`config.mk`:
```
export PLATFORM = sky130hd
export DESIGN_NAME = uart_rx_fsm
export DESIGN_NICKNAME = d
export VERILOG_FILES = /design/src/rtl/uart_rx_pkg.sv /design/src/rtl/uart_rx_deser.sv /design/src/rtl/uart_rx_fsm.sv
export SDC_FILE = /design/constraint.sdc
export NUM_CORES = 1
export LEC_CHECK = 0
export ABC_AREA = 1
export BUFFER_PORTS_ARGS = -buffer_cell sky130_fd_sc_hd__buf_2
export CAP_MARGIN = 40
export CORE_MARGIN = 4
export CORE_UTILIZATION = 48
export CTS_BUF_LIST = sky130_fd_sc_hd__clkbuf_8 sky130_fd_sc_hd__clkbuf_16
export CTS_CLUSTER_DIAMETER = 60
export DETAILED_ROUTE_END_ITERATION = 10
export PLACE_DENSITY = 0.75
export SLEW_MARGIN = 20
export SYNTH_ARGS = -nofsm -noshare
export SYNTH_HDL_FRONTEND = slang
export SYNTH_SLANG_ARGS = --single-unit
export TNS_END_PERCENT = 1
```
`constraint.sdc`:
```
create_clock -name CLK -period 1.4 [get_ports CLK]
set_input_delay 0.07 -clock CLK [delete_from_list [all_inputs] [get_ports CLK]]
set_output_delay 0.07 -clock CLK [all_outputs]
set_load 0.05 [all_outputs]
```
`src/rtl/uart_rx_pkg.sv`:
```
// Shared definitions for the UART receive path: state encoding,
// parity type constants and the legal oversample ratios.
package uart_rx_pkg;

    typedef enum logic [2:0] {
        IDLE   = 3'd0,
        START  = 3'd1,
        DATA   = 3'd2,
        PARITY = 3'd3,
        STOP   = 3'd4
    } rx_state_e;

    localparam logic PAR_EVEN = 1'b0;
    localparam logic PAR_ODD  = 1'b1;

    localparam logic [4:0] PRESCALE_8  = 5'd8;
    localparam logic [4:0] PRESCALE_16 = 5'd16;

endpackage

```
`src/rtl/uart_rx_deser.sv`:
```
// LSB-first deserializer: each shifted bit enters at the MSB so the first
// received data bit ends up in bit 0. Also supplies the XOR of the byte.
module uart_rx_deser #(
    parameter int DATA_WIDTH = 8
) (
    input  logic                  CLK,
    input  logic                  RST,
    input  logic                  shift_en,
    input  logic                  sampled_bit,
    input  logic                  clear,
    output logic [DATA_WIDTH-1:0] data,
    output logic                  parity
);

    logic [DATA_WIDTH-1:0] shift_r;

    function automatic logic xor_reduce(input logic [DATA_WIDTH-1:0] value);
        return ^value;
    endfunction

    // Shift register: cleared at frame start, shifts right on each data bit_end
    always_ff @(posedge CLK or negedge RST) begin
        if (!RST) begin
            shift_r <= {DATA_WIDTH{1'b0}};
        end else if (clear) begin
            shift_r <= {DATA_WIDTH{1'b0}};
        end else if (shift_en) begin
            shift_r <= {sampled_bit, shift_r[DATA_WIDTH-1:1]};
        end
    end

    assign data   = shift_r;
    assign parity = xor_reduce(shift_r);

endmodule

```
`src/rtl/uart_rx_fsm.sv`:
```
// Frame-level UART receive controller. Enables the edge/bit counter while a
// frame is in progress, validates the start bit, collects data bits, checks
// optional parity and the stop bit, and strobes data_valid on good frames.
module uart_rx_fsm
    import uart_rx_pkg::*;
#(
    parameter int DATA_WIDTH    = 8,
    parameter int PRESCALE_BITS = 5,
    parameter int TX_BITS       = 4
) (
    input  logic                     CLK,
    input  logic                     RST,
    input  logic                     RX_IN,
    input  logic                     PAR_EN,
    input  logic                     PAR_TYP,
    input  logic [PRESCALE_BITS-1:0] prescale,
    input  logic [TX_BITS-1:0]       bit_cnt,
    input  logic [PRESCALE_BITS-1:0] edge_cnt,
    input  logic                     sampled_bit,
    output logic                     cnt_enable,
    output logic                     samp_en,
    output logic [DATA_WIDTH-1:0]    P_DATA,
    output logic                     data_valid,
    output logic                     par_err,
    output logic                     stp_err
);

    localparam logic [PRESCALE_BITS-1:0] EDGE_ONE  = PRESCALE_BITS'(1);
    localparam logic [TX_BITS-1:0]       LAST_DATA = TX_BITS'(DATA_WIDTH);

    rx_state_e             state_r;
    rx_state_e             state_next_s;
    logic                  bit_end_s;
    logic                  start_s;
    logic                  shift_s;
    logic                  par_chk_s;
    logic                  stop_chk_s;
    logic                  load_s;
    logic                  par_en_r;
    logic                  par_typ_r;
    logic                  parity_s;
    logic                  par_exp_s;
    logic [DATA_WIDTH-1:0] shift_data_s;
    logic [DATA_WIDTH-1:0] p_data_r;
    logic                  data_valid_r;
    logic                  par_err_r;
    logic                  stp_err_r;

    assign cnt_enable = (state_r != IDLE);
    assign samp_en    = (state_r != IDLE);
    assign bit_end_s  = cnt_enable && (edge_cnt == (prescale - EDGE_ONE));
    assign par_exp_s  = (par_typ_r == PAR_ODD) ? ~parity_s : parity_s;
    assign load_s     = stop_chk_s && sampled_bit && !par_err_r;

    uart_rx_deser #(
        .DATA_WIDTH (DATA_WIDTH)
    ) u_deser (
        .CLK         (CLK),
        .RST         (RST),
        .shift_en    (shift_s),
        .sampled_bit (sampled_bit),
        .clear       (start_s),
        .data        (shift_data_s),
        .parity      (parity_s)
    );

    // State register
    always_ff @(posedge CLK or negedge RST) begin
        if (!RST) begin
            state_r <= IDLE;
        end else begin
            state_r <= state_next_s;
        end
    end

    // Next-state logic and per-bit decision strobes
    always_comb begin
        state_next_s = state_r;
        start_s      = 1'b0;
        shift_s      = 1'b0;
        par_chk_s    = 1'b0;
        stop_chk_s   = 1'b0;
        case (state_r)
            IDLE: begin
                if (!RX_IN) begin
                    state_next_s = START;
                    start_s      = 1'b1;
                end else begin
                    state_next_s = IDLE;
                end
            end
            START: begin
                if (bit_end_s) begin
                    // A start bit that reads back high is a line glitch
                    state_next_s = sampled_bit ? IDLE : DATA;
                end else begin
                    state_next_s = START;
                end
            end
            DATA: begin
                if (bit_end_s) begin
                    shift_s = 1'b1;
                    if (bit_cnt == LAST_DATA) begin
                        state_next_s = par_en_r ? PARITY : STOP;
                    end else begin
                        state_next_s = DATA;
                    end
                end else begin
                    state_next_s = DATA;
                end
            end
            PARITY: begin
                if (bit_end_s) begin
                    par_chk_s    = 1'b1;
                    state_next_s = STOP;
                end else begin
                    state_next_s = PARITY;
                end
            end
            STOP: begin
                if (bit_end_s) begin
                    stop_chk_s   = 1'b1;
                    state_next_s = IDLE;
                end else begin
                    state_next_s = STOP;
                end
            end
            default: begin
                state_next_s = IDLE;
            end
        endcase
    end

    // Frame configuration is captured on the start edge and held for the frame
    always_ff @(posedge CLK or negedge RST) begin
        if (!RST) begin
            par_en_r  <= 1'b0;
            par_typ_r <= 1'b0;
        end else if (start_s) begin
            par_en_r  <= PAR_EN;
            par_typ_r <= PAR_TYP;
        end
    end

    // Output registers: error flags, received byte and valid strobe
    always_ff @(posedge CLK or negedge RST) begin
        if (!RST) begin
            p_data_r     <= {DATA_WIDTH{1'b0}};
            data_valid_r <= 1'b0;
            par_err_r    <= 1'b0;
            stp_err_r    <= 1'b0;
        end else begin
            data_valid_r <= load_s;
            if (start_s) begin
                par_err_r <= 1'b0;
                stp_err_r <= 1'b0;
            end else begin
                if (par_chk_s) begin
                    par_err_r <= (sampled_bit != par_exp_s);
                end
                if (stop_chk_s) begin
                    stp_err_r <= ~sampled_bit;
                end
            end
            if (load_s) begin
                p_data_r <= shift_data_s;
            end
        end
    end

    assign P_DATA     = p_data_r;
    assign data_valid = data_valid_r;
    assign par_err    = par_err_r;
    assign stp_err    = stp_err_r;

endmodule

```
# Yosys cells after proc, flatten, opt, wreduce, memory -nomap -nowiden

Index checks and enable logic that the tools add are counted.

Register bits after elaboration: 24
Bits of input ports: 20
Output and inout bits: 13
Word-level logic and storage cells: 50

$add $sub $neg: 1
Equality and inequality tests: 7
Multiplexer cells: 22
Bitwise gates (word level): 2
Reductions and logical operators: 10

Operator list:

| cell                                                 | count |
|---|---|
| 2-to-1 mux 8 bit                                     | 2 |
| 2-to-1 mux 3 bit                                     | 5 |
| one-hot mux 3 bit (5 select lines)                   | 1 |
| 2-to-1 mux 1 bit                                     | 12 |
| parity 8 bit                                         | 1 |
| equality test 3 x 2 -> 1 bit (second input constant) | 2 |
| nonzero test 2 bit                                   | 3 |
| equality test 5 bit                                  | 1 |
| subtractor 5 x 1 -> 5 bit (second input constant)    | 1 |
| equality test 4 bit (second input constant)          | 1 |
| 2-to-1 mux 2 bit                                     | 2 |
| equality test 3 x 1 -> 1 bit (second input constant) | 1 |
| equality test 3 bit (second input constant)          | 1 |
| logical AND 1 bit                                    | 3 |
| logical NOT 3 bit                                    | 1 |
| nonzero test 3 bit                                   | 1 |
| NOT 1 bit                                            | 2 |
| logical NOT 1 bit                                    | 1 |
| != test 1 bit                                        | 1 |

# Longest topological paths before layout

Gate-level depths: netlist (run 1).

Depth after elaboration: 7
Depth in mapped cells: 13
Mapped depth without buffers: 12

# By module

Synthesis (run 1) repeated with hierarchy kept, for this count alone.

Cells, all modules: 202
Area, all modules: 1501.4 um2

Modules (own cells, without submodules):

| module        | times used | cells an instance | area each (um2) | sequential area each (um2) |
|---|---|---|---|---|
| uart_rx_fsm   | 1          | 139               | 1044.8          | 400.4 |
| uart_rx_deser | 1          | 63                | 456.7           | 200.2 |

# Worst setup path before layout (run 1)

No wires, ideal clock.

Path type: reg2reg
From: reg state_r[1]
To: reg par_typ_r
Setup time: 0.125 ns
Data arrival time: 1.618 ns
Data required time: 1.275 ns
Path slack: -0.343 ns
Cell stages (with the launch flop): 6
Path buffers: 1
Clock period less this slack: 1.743 ns
Cell sequence: dfrtp_1 > inv_1 > nand3_2 > or2_2 > buf_2 > mux2_4

Longest elaborated chain between the ends: 2

RTL lines:

| element                | line               | source |
|---|---|---|
| start, declared        | uart_rx_fsm.sv:31  | `rx_state_e state_r;` |
| start signal, assigned | uart_rx_fsm.sv:72  | `state_r <= state_next_s;` |
| logical NOT 3 bit      | uart_rx_fsm.sv:83  | `case (state_r)` |
| 2-to-1 mux 1 bit       | uart_rx_fsm.sv:83  |  |
| end signal, assigned   | uart_rx_fsm.sv:138 | `par_typ_r <= 1'b0;` |
| end signal, assigned   | uart_rx_fsm.sv:141 | `par_typ_r <= PAR_TYP;` |
| end, declared          | uart_rx_fsm.sv:40  | `logic par_typ_r;` |

No other way between the ends.
A chain may end at the register's enable or synchronous reset.

# Worst setup path in the final report (run 1)

From: reg state_r[1]
To: reg state_r[1]

Longest elaborated chain between the ends: 4
Elaborated cells between the ends (all ways): 11
Classes of those cells: 4 x eq/ne; 4 x mux; 3 x reduce/logical

RTL lines:

| element                                  | line               | source |
|---|---|---|
| nonzero test 3 bit                       | uart_rx_fsm.sv:49  | `assign cnt_enable = (state_r != IDLE);` |
| logical AND 1 bit                        | uart_rx_fsm.sv:51  | `assign bit_end_s = cnt_enable && (edge_cnt == (prescale - EDGE_ONE));` |
| 2-to-1 mux 3 bit (tied with other cells) | uart_rx_fsm.sv:113 | `if (bit_end_s) begin` |
| one-hot mux 3 bit (5 select lines) (*)   | uart_rx_fsm.sv:83  |  |
| named net state_next_s[1]                | uart_rx_fsm.sv:32  | `rx_state_e state_next_s;` |

Mark *: on every way through the listed nets, which the timed path passes. The rest lies on a longest branch.

==> results of run 1 <==
==> layout make-up <==
| class | count | area share, % |
|---|---|---|
| Sequential cell | 24 | 31.2 |
| Inverter | 24 | 4.68 |
| Multi-Input combinational cell | 136 | 43.5 |
| Tap cell | 31 | 2.01 |
| Clock buffer | 4 | 2.86 |
| Timing Repair Buffer | 48 | 15.7 |
==> state kept, by name, summed over array words and instances (netlist names) <==
signal	flops
stp_err	1
P_DATA	8
data_valid	1
u_deser.data	8
par_err	1
state_r	3
par_typ_r	1
par_en_r	1
==> critical path, stage by stage, from the launching register on <==
cell and delay, ns:
dfrtp_1 0.39, inv_2 0.07, nand3_4 0.09, nand2_4 0.06, nor2_4 0.13, nand2_4 0.09
nor2_8 0.22, buf_6 0.14, nand3_2 0.05, nand2_1 0.09, o21ai_1 0.06
==> power breakdown <==
group / leakage (nW) / switching [mW] / internal, mW
Sequential: 0.325 / 0.0530 / 0.755
Combinational: 0.727 / 0.457 / 0.326
Clock: 0.0288 / 0.207 / 0.251
Total: 1.08 / 0.717 / 1.33
==> repair_timing <==
| action | CTS | global route |
|---|---|---|
| resized for setup | 2 | 12 |
| cloned | 0 | 1 |
| buffers inserted | 0 | 3 |
| hold buffers | 1 | 0 |
| hold endpoints to repair | 24 | 0 |
| setup endpoints to repair | 19 | 23 |
| pin swaps | 0 | 9 |
==> through the flow <==
step	worst slack [ns]	utilization (%)	hold slack (ns)	instance area (um2)	power (mW)
after global routing	-0.186	67.5	0.0187	1930	2.18
after floorplan	-0.124	-	-0.226	1500	1.31
after global placement	-0.113	62.0	0.0805	1770	1.51
final	-0.0903	67.5	0.0318	1930	2.05
after CTS	-0.0917	64.7	0.0268	1850	2.00
after detailed placement	-0.186	62.0	0.0820	1770	1.52
==> synthesized netlist by cell type (2+ instances only) <==
master    count  share of area [%]
xor2_1        4                2.4
o21ai_0       2               0.67
inv_1        21                5.3
o21ai_2       6                3.5
inv_2         2               0.50
nand3_2       3                2.0
nor4_1        2               0.84
nand2_4       3                2.3
xnor2_1       5                2.9
nor3_1        2               0.67
nand2_1      62                 16
nand3_1      14                4.7
nand4_1      10                4.2
dfrtp_1      24                 40
nor2_1        9                2.3
nand3b_1      2                1.0
==> final timing paths <==
kind,startpoint,end,cells after the start
max,state_r[1],state_r[1],10
min,PAR_TYP,par_typ_r,2
max reg2reg,state_r[1],state_r[1],10
min reg2reg,P_DATA[5],P_DATA[5],2
max in group asynchronous,RST,u_deser.data[1],2
min in group asynchronous,RST,state_r[2],2
==> placed cells by master (no fill, tap or decap), types with 3 or more instances in the layout <==
cell type  instances
nand2_1           61
buf_2             32
dfrtp_1           24
inv_1             20
buf_4             12
nand3_1           10
nand4_1           10
nor2_1             7
nand3_2            6
o21ai_2            6
xnor2_1            5
xor2_1             4
clkbuf_8           4
inv_2              3
nand2_4            3
==> routing by layer <==
layer | up-vias | track usage, % | routed length [um]
met4 | 0 | 2.96 | 10
met3 | 2 | 4.26 | 158
met5 | - | 0 | 0
met1 | 617 | 20.7 | 1450
li1 | 701 | - | -
met2 | 34 | 29.7 | 1580
==> cell families after synthesis <==
| logic type | count (synthesis) |
|---|---|
| AOI/OAI and AO/OA | 10 |
| xor gates and xnor gates | 9 |
| buffers and inverters | 29 |
| and+or+nand+nor | 114 |
| muxes | 1 |
| DFF | 24 |
| adders and majority gates | 1 |
==> flow_metrics.py, run 1 <==
metrics = {
    "sta": {
        "hold_viol": 0,
        "grt_setup_unrepaired": "true",
        "min_period_ns": 1.49,
        "max_slew.worst_pin.slew_ns": 0.541,
        "slew_violations": 0,
        "finalCritPeriodShare_pct": 106,
        "maxSlewHeadroom_pct": 63.6,
        "fin_tns_setup_ns": -1.48,
        "setup_ws_ns": -0.0903,
        "clock.fmax_mhz": 671,
        "clock_skew_ns": 0.00199,
        "finalSetupViolations": 23,
    },
    "die": {
        "fp.dieH_um": 63.7,
        "die_w_um": 63.7,
        "fp.coreArea_um2": 2850,
        "initial_core_util_pct": 52.1,
        "rows": 19,
        "io_pins": 33,
        "dieArea_um2": 4050,
    },
    "placed_design": {
        "dp_hpwl_mm": 2.39,
        "port_buffers": 32,
        "gp_congestion": 0.814,
        "dp_cells": 258,
    },
    "clock_tree": {
        "clockBufferDepth": 2,
        "clk-insertion-delay-late_ns": 0.26,
        "clock-sinks": 24,
        "numCtsBuffers": 3,
        "root_buffer": "clkbuf_8",
        "path_clk_slew_ns": 0.08,
        "cts.htree.levels": 1,
        "cts_tree": "done",
    },
    "critical_path": {
        "crit_type": "register to register",
        "setup.worst_path.end_class": "register",
        "arrival_ns": 1.64,
        "reg2reg_slack_ns": -0.09,
        "start_kind": "register",
        "path_max_fanout": 7,
        "cp_data_required_time_ns": 1.55,
    },
    "yosys": {
        "syn-cell-area_um2": 1490,
        "yosys.area_share.simple_pct": 39.2,
        "yosys_warnings": 0,
        "synth-compound-area-share_pct": 5.13,
        "syn_avg_cell_area_um2": 7.91,
        "ys_async_sr_fraction_pct": 100,
        "synth_cell_type_count": 33,
        "netlist_instances": 188,
        "synth_xor_area_share_pct": 5.30,
        "synth-edff-count": 0,
        "synthesis.nets": 209,
        "ys.flop_type": "dfrtp_1",
        "synth_top_family_by_area": "simple AND/OR/NAND/NOR gates",
        "synthAdderAreaFrac_pct": 0.841,
        "ys_ff_latch": 24,
        "synth.area.mux_share_pct": 1.01,
        "yosysSeqAreaShare_pct": 40.4,
    },
    "routing": {
        "dr.first_iter.drc_count": 48,
        "drt_first_pass_iters": 4,
        "postRouteAntennaNets": 0,
        "wire_per_inst_um": 12.0,
        "via_count": 1354,
        "routed_via_density": 5.07,
        "routed_wl_mm": 3.19,
        "remaining_drc_errors": 0,
    },
    "run": {
        "max_cap_viol_count": 0,
    },
    "global_routing": {
        "overflow": 0,
        "grt_pass1_vias": 1226,
        "grt_first_pass_wirelength_mm": 5.44,
        "grt_max_degree": 25,
        "track_usage_pct": 16.8,
        "antenna_found_initial": 0,
    },
    "run_status": {
        "status": "finished, violations left",
        "violations": "negative setup slack",
    },
    "final_layout": {
        "area_growth_pct": 29.4,
        "stdcell_count": 267,
        "finalNetCount": 258,
        "multi_input_comb_area_um2": 838,
        "diodes": 0,
        "drive_gt1_share_pct": 35.2,
        "fillerInstances": 223,
        "final-seq-area_um2": 601,
    },
    "power": {
        "ir_drop_v": 0.00120,
        "p_leak_nw": 1.08,
        "p_per_area_nw_per_um2": 1060,
    },
    "min_path": {
        "hp-class": "input port to register",
    },
}
Power figures use the tool's default switching activity.
==> inputs of run 2 (changes only) <==
- CORE_UTILIZATION: 48 -> 35
- HOLD_SLACK_MARGIN: not set -> 0.12
- PLACE_DENSITY: 0.75 -> not set
- RECOVER_POWER: not set -> 50
==> flow_metrics.py, run 2 (synthesized netlist as in run 1, its figures left out) <==
metrics = {
    "critical_path": {
        "arrival_ns": 1.56,
        "reg2reg_to": "u_deser.data[0]",
        "rr_worst_depth": 9,
        "crit_start": "state_r[2]",
        "crit_type": "register to register",
        "start_kind": "register",
        "reg2reg_slack_ns": -0.007,
        "cp_data_required_time_ns": 1.56,
        "endpoint": "u_deser.data[0]",
        "setup.worst_path.end_class": "register",
        "path_max_fanout": 16,
        "timing.rr.start": "state_r[2]",
    },
    "placed_design": {
        "gp_congestion": 0.751,
        "dp_hpwl_mm": 2.29,
        "dpl_worst_slack_ns": -0.123,
        "port_buffers": 32,
    },
    "sta": {
        "min_period_ns": 1.41,
        "clock.fmax_mhz": 711,
        "slew_violations": 0,
        "hold_viol": 0,
        "max_slew.worst_pin.slew_ns": 0.611,
        "setup_ws_ns": -0.00693,
        "grt_setup_unrepaired": "true",
        "finalSetupViolations": 2,
        "clock_skew_ns": 0.00166,
        "maxSlewHeadroom_pct": 58.9,
        "finalCritPeriodShare_pct": 100,
    },
    "clock_tree": {
        "root_buffer": "clkbuf_8",
        "clock-sinks": 24,
        "clk-insertion-delay-late_ns": 0.27,
        "cts_tree": "done",
        "path_clk_slew_ns": 0.09,
        "numCtsBuffers": 3,
        "clockBufferDepth": 2,
        "cts.htree.levels": 1,
    },
    "final_layout": {
        "finalNetCount": 256,
        "drive_gt1_share_pct": 32.9,
        "final_cell_mix": "nand2_1, buf_2, dfrtp_1",
        "final_common_cell": "nand2_1",
        "fin_util_pct": 47.6,
        "diodes": 0,
        "area_growth_pct": 29.9,
    },
    "routing": {
        "wire_per_inst_um": 10.9,
        "top_layer_used": "met4",
        "wl_met2_mm": 1.45,
        "drt_first_pass_iters": 4,
        "routed_wl_mm": 3.10,
        "remaining_drc_errors": 0,
        "wl_met1_mm": 1.45,
        "wl_met3_um": 116,
        "dr.first_iter.drc_count": 58,
        "routed_via_density": 4.61,
        "via_count": 1308,
        "postRouteAntennaNets": 0,
    },
    "global_routing": {
        "grt_first_pass_wirelength_mm": 5.68,
        "overflow": 0,
        "track_usage_pct": 13.8,
        "grt_max_degree": 25,
        "grt_pass1_vias": 1268,
        "antenna_found_initial": 0,
    },
    "die": {
        "initial_core_util_pct": 36.7,
        "fp.coreArea_um2": 4060,
        "dieArea_um2": 5360,
        "fp.dieH_um": 73.2,
        "io_pins": 33,
        "rows": 23,
        "die_w_um": 73.2,
    },
    "power": {
        "p_per_area_nw_per_um2": 1100,
        "ir_drop_v": 0.000426,
        "p_leak_nw": 1.08,
    },
    "run_status": {
        "status": "finished, violations left",
        "violations": "negative setup slack",
    },
    "min_path": {
        "hp-class": "input port to register",
        "hold_depth": 4,
    },
    "run": {
        "max_cap_viol_count": 0,
    },
}
## run 2: power by group
group	internal, mW	leakage (nW)	switching, mW	total, mW
Combinational	0.275	0.717	0.429	0.704
Clock	0.383	0.0357	0.233	0.616
Sequential	0.755	0.325	0.0528	0.807
## run 2: metal layers
| metal | track usage, % | vias to the layer above |
|---|---|---|
| li1 | - | 696 |
| met1 | 17.6 | 584 |
| met2 | 22.3 | 23 |
| met3 | 2.07 | 5 |
| met4 | 7.38 | 0 |
| met5 | 0 | - |
## run 2: through the flow
stage | instances | total power [mW] | area [um2] | hold WS [ns] | setup TNS (ns)
2_1_floorplan | 188 | 1.31 | 1500 | -0.226 | -1.60
3_3_place_gp | 276 | 1.47 | 1770 | 0.0792 | -1.22
3_5_place_dp | 276 | 1.48 | 1770 | 0.0864 | -1.66
4_1_cts | 284 | 2.14 | 1910 | 0.128 | -0.0145
5_1_grt | 284 | 2.27 | 1930 | 0.168 | -1.75
6_report | 284 | 2.13 | 1930 | 0.139 | -0.0115
## run 2: worst min-delay path by stage
| stage | endpoint | slack (ns) | from |
|---|---|---|---|
| 2_1_floorplan | P_DATA[0] | -0.23 | RST |
| 3_3_place_gp | data_valid | 0.08 | RST |
| 3_5_place_dp | P_DATA[6] | 0.09 | RST |
| 4_1_cts | state_r[0] | 0.13 | bit_cnt[0] |
| 5_1_grt | state_r[2] | 0.17 | bit_cnt[2] |
| 6_report | state_r[0] | 0.14 | bit_cnt[0] |
## run 2: what timing repair did
item | 4_1_cts | 5_1_grt
cloned | 0 | 0
buffers inserted | 1 | 0
pin swaps | 0 | 1
resized for setup | 5 | 7
setup endpoints to repair | 15 | 22
hold buffers | 3 | 0
hold endpoints to repair | 26 | 0
## run 2: final cells by class
class	count	area, um2
Clock inverter	1	30.0
Clock buffer	3	41.3
Timing Repair Buffer	47	288
Multi-Input combinational cell	135	821
Inverter	24	90.1
Fill cell	414	2120
Tap cell	50	62.6
Sequential cell	24	601
## run 2: critical path: stages, from the launching register on
cell,delay (ns)
dfrtp_1,0.39
inv_2,0.07
nand3_4,0.09
nand2_4,0.06
nor2_4,0.09
nand2_4,0.08
nor2_8,0.17
nand2_8,0.14
nand3_1,0.11
o21ai_1,0.08
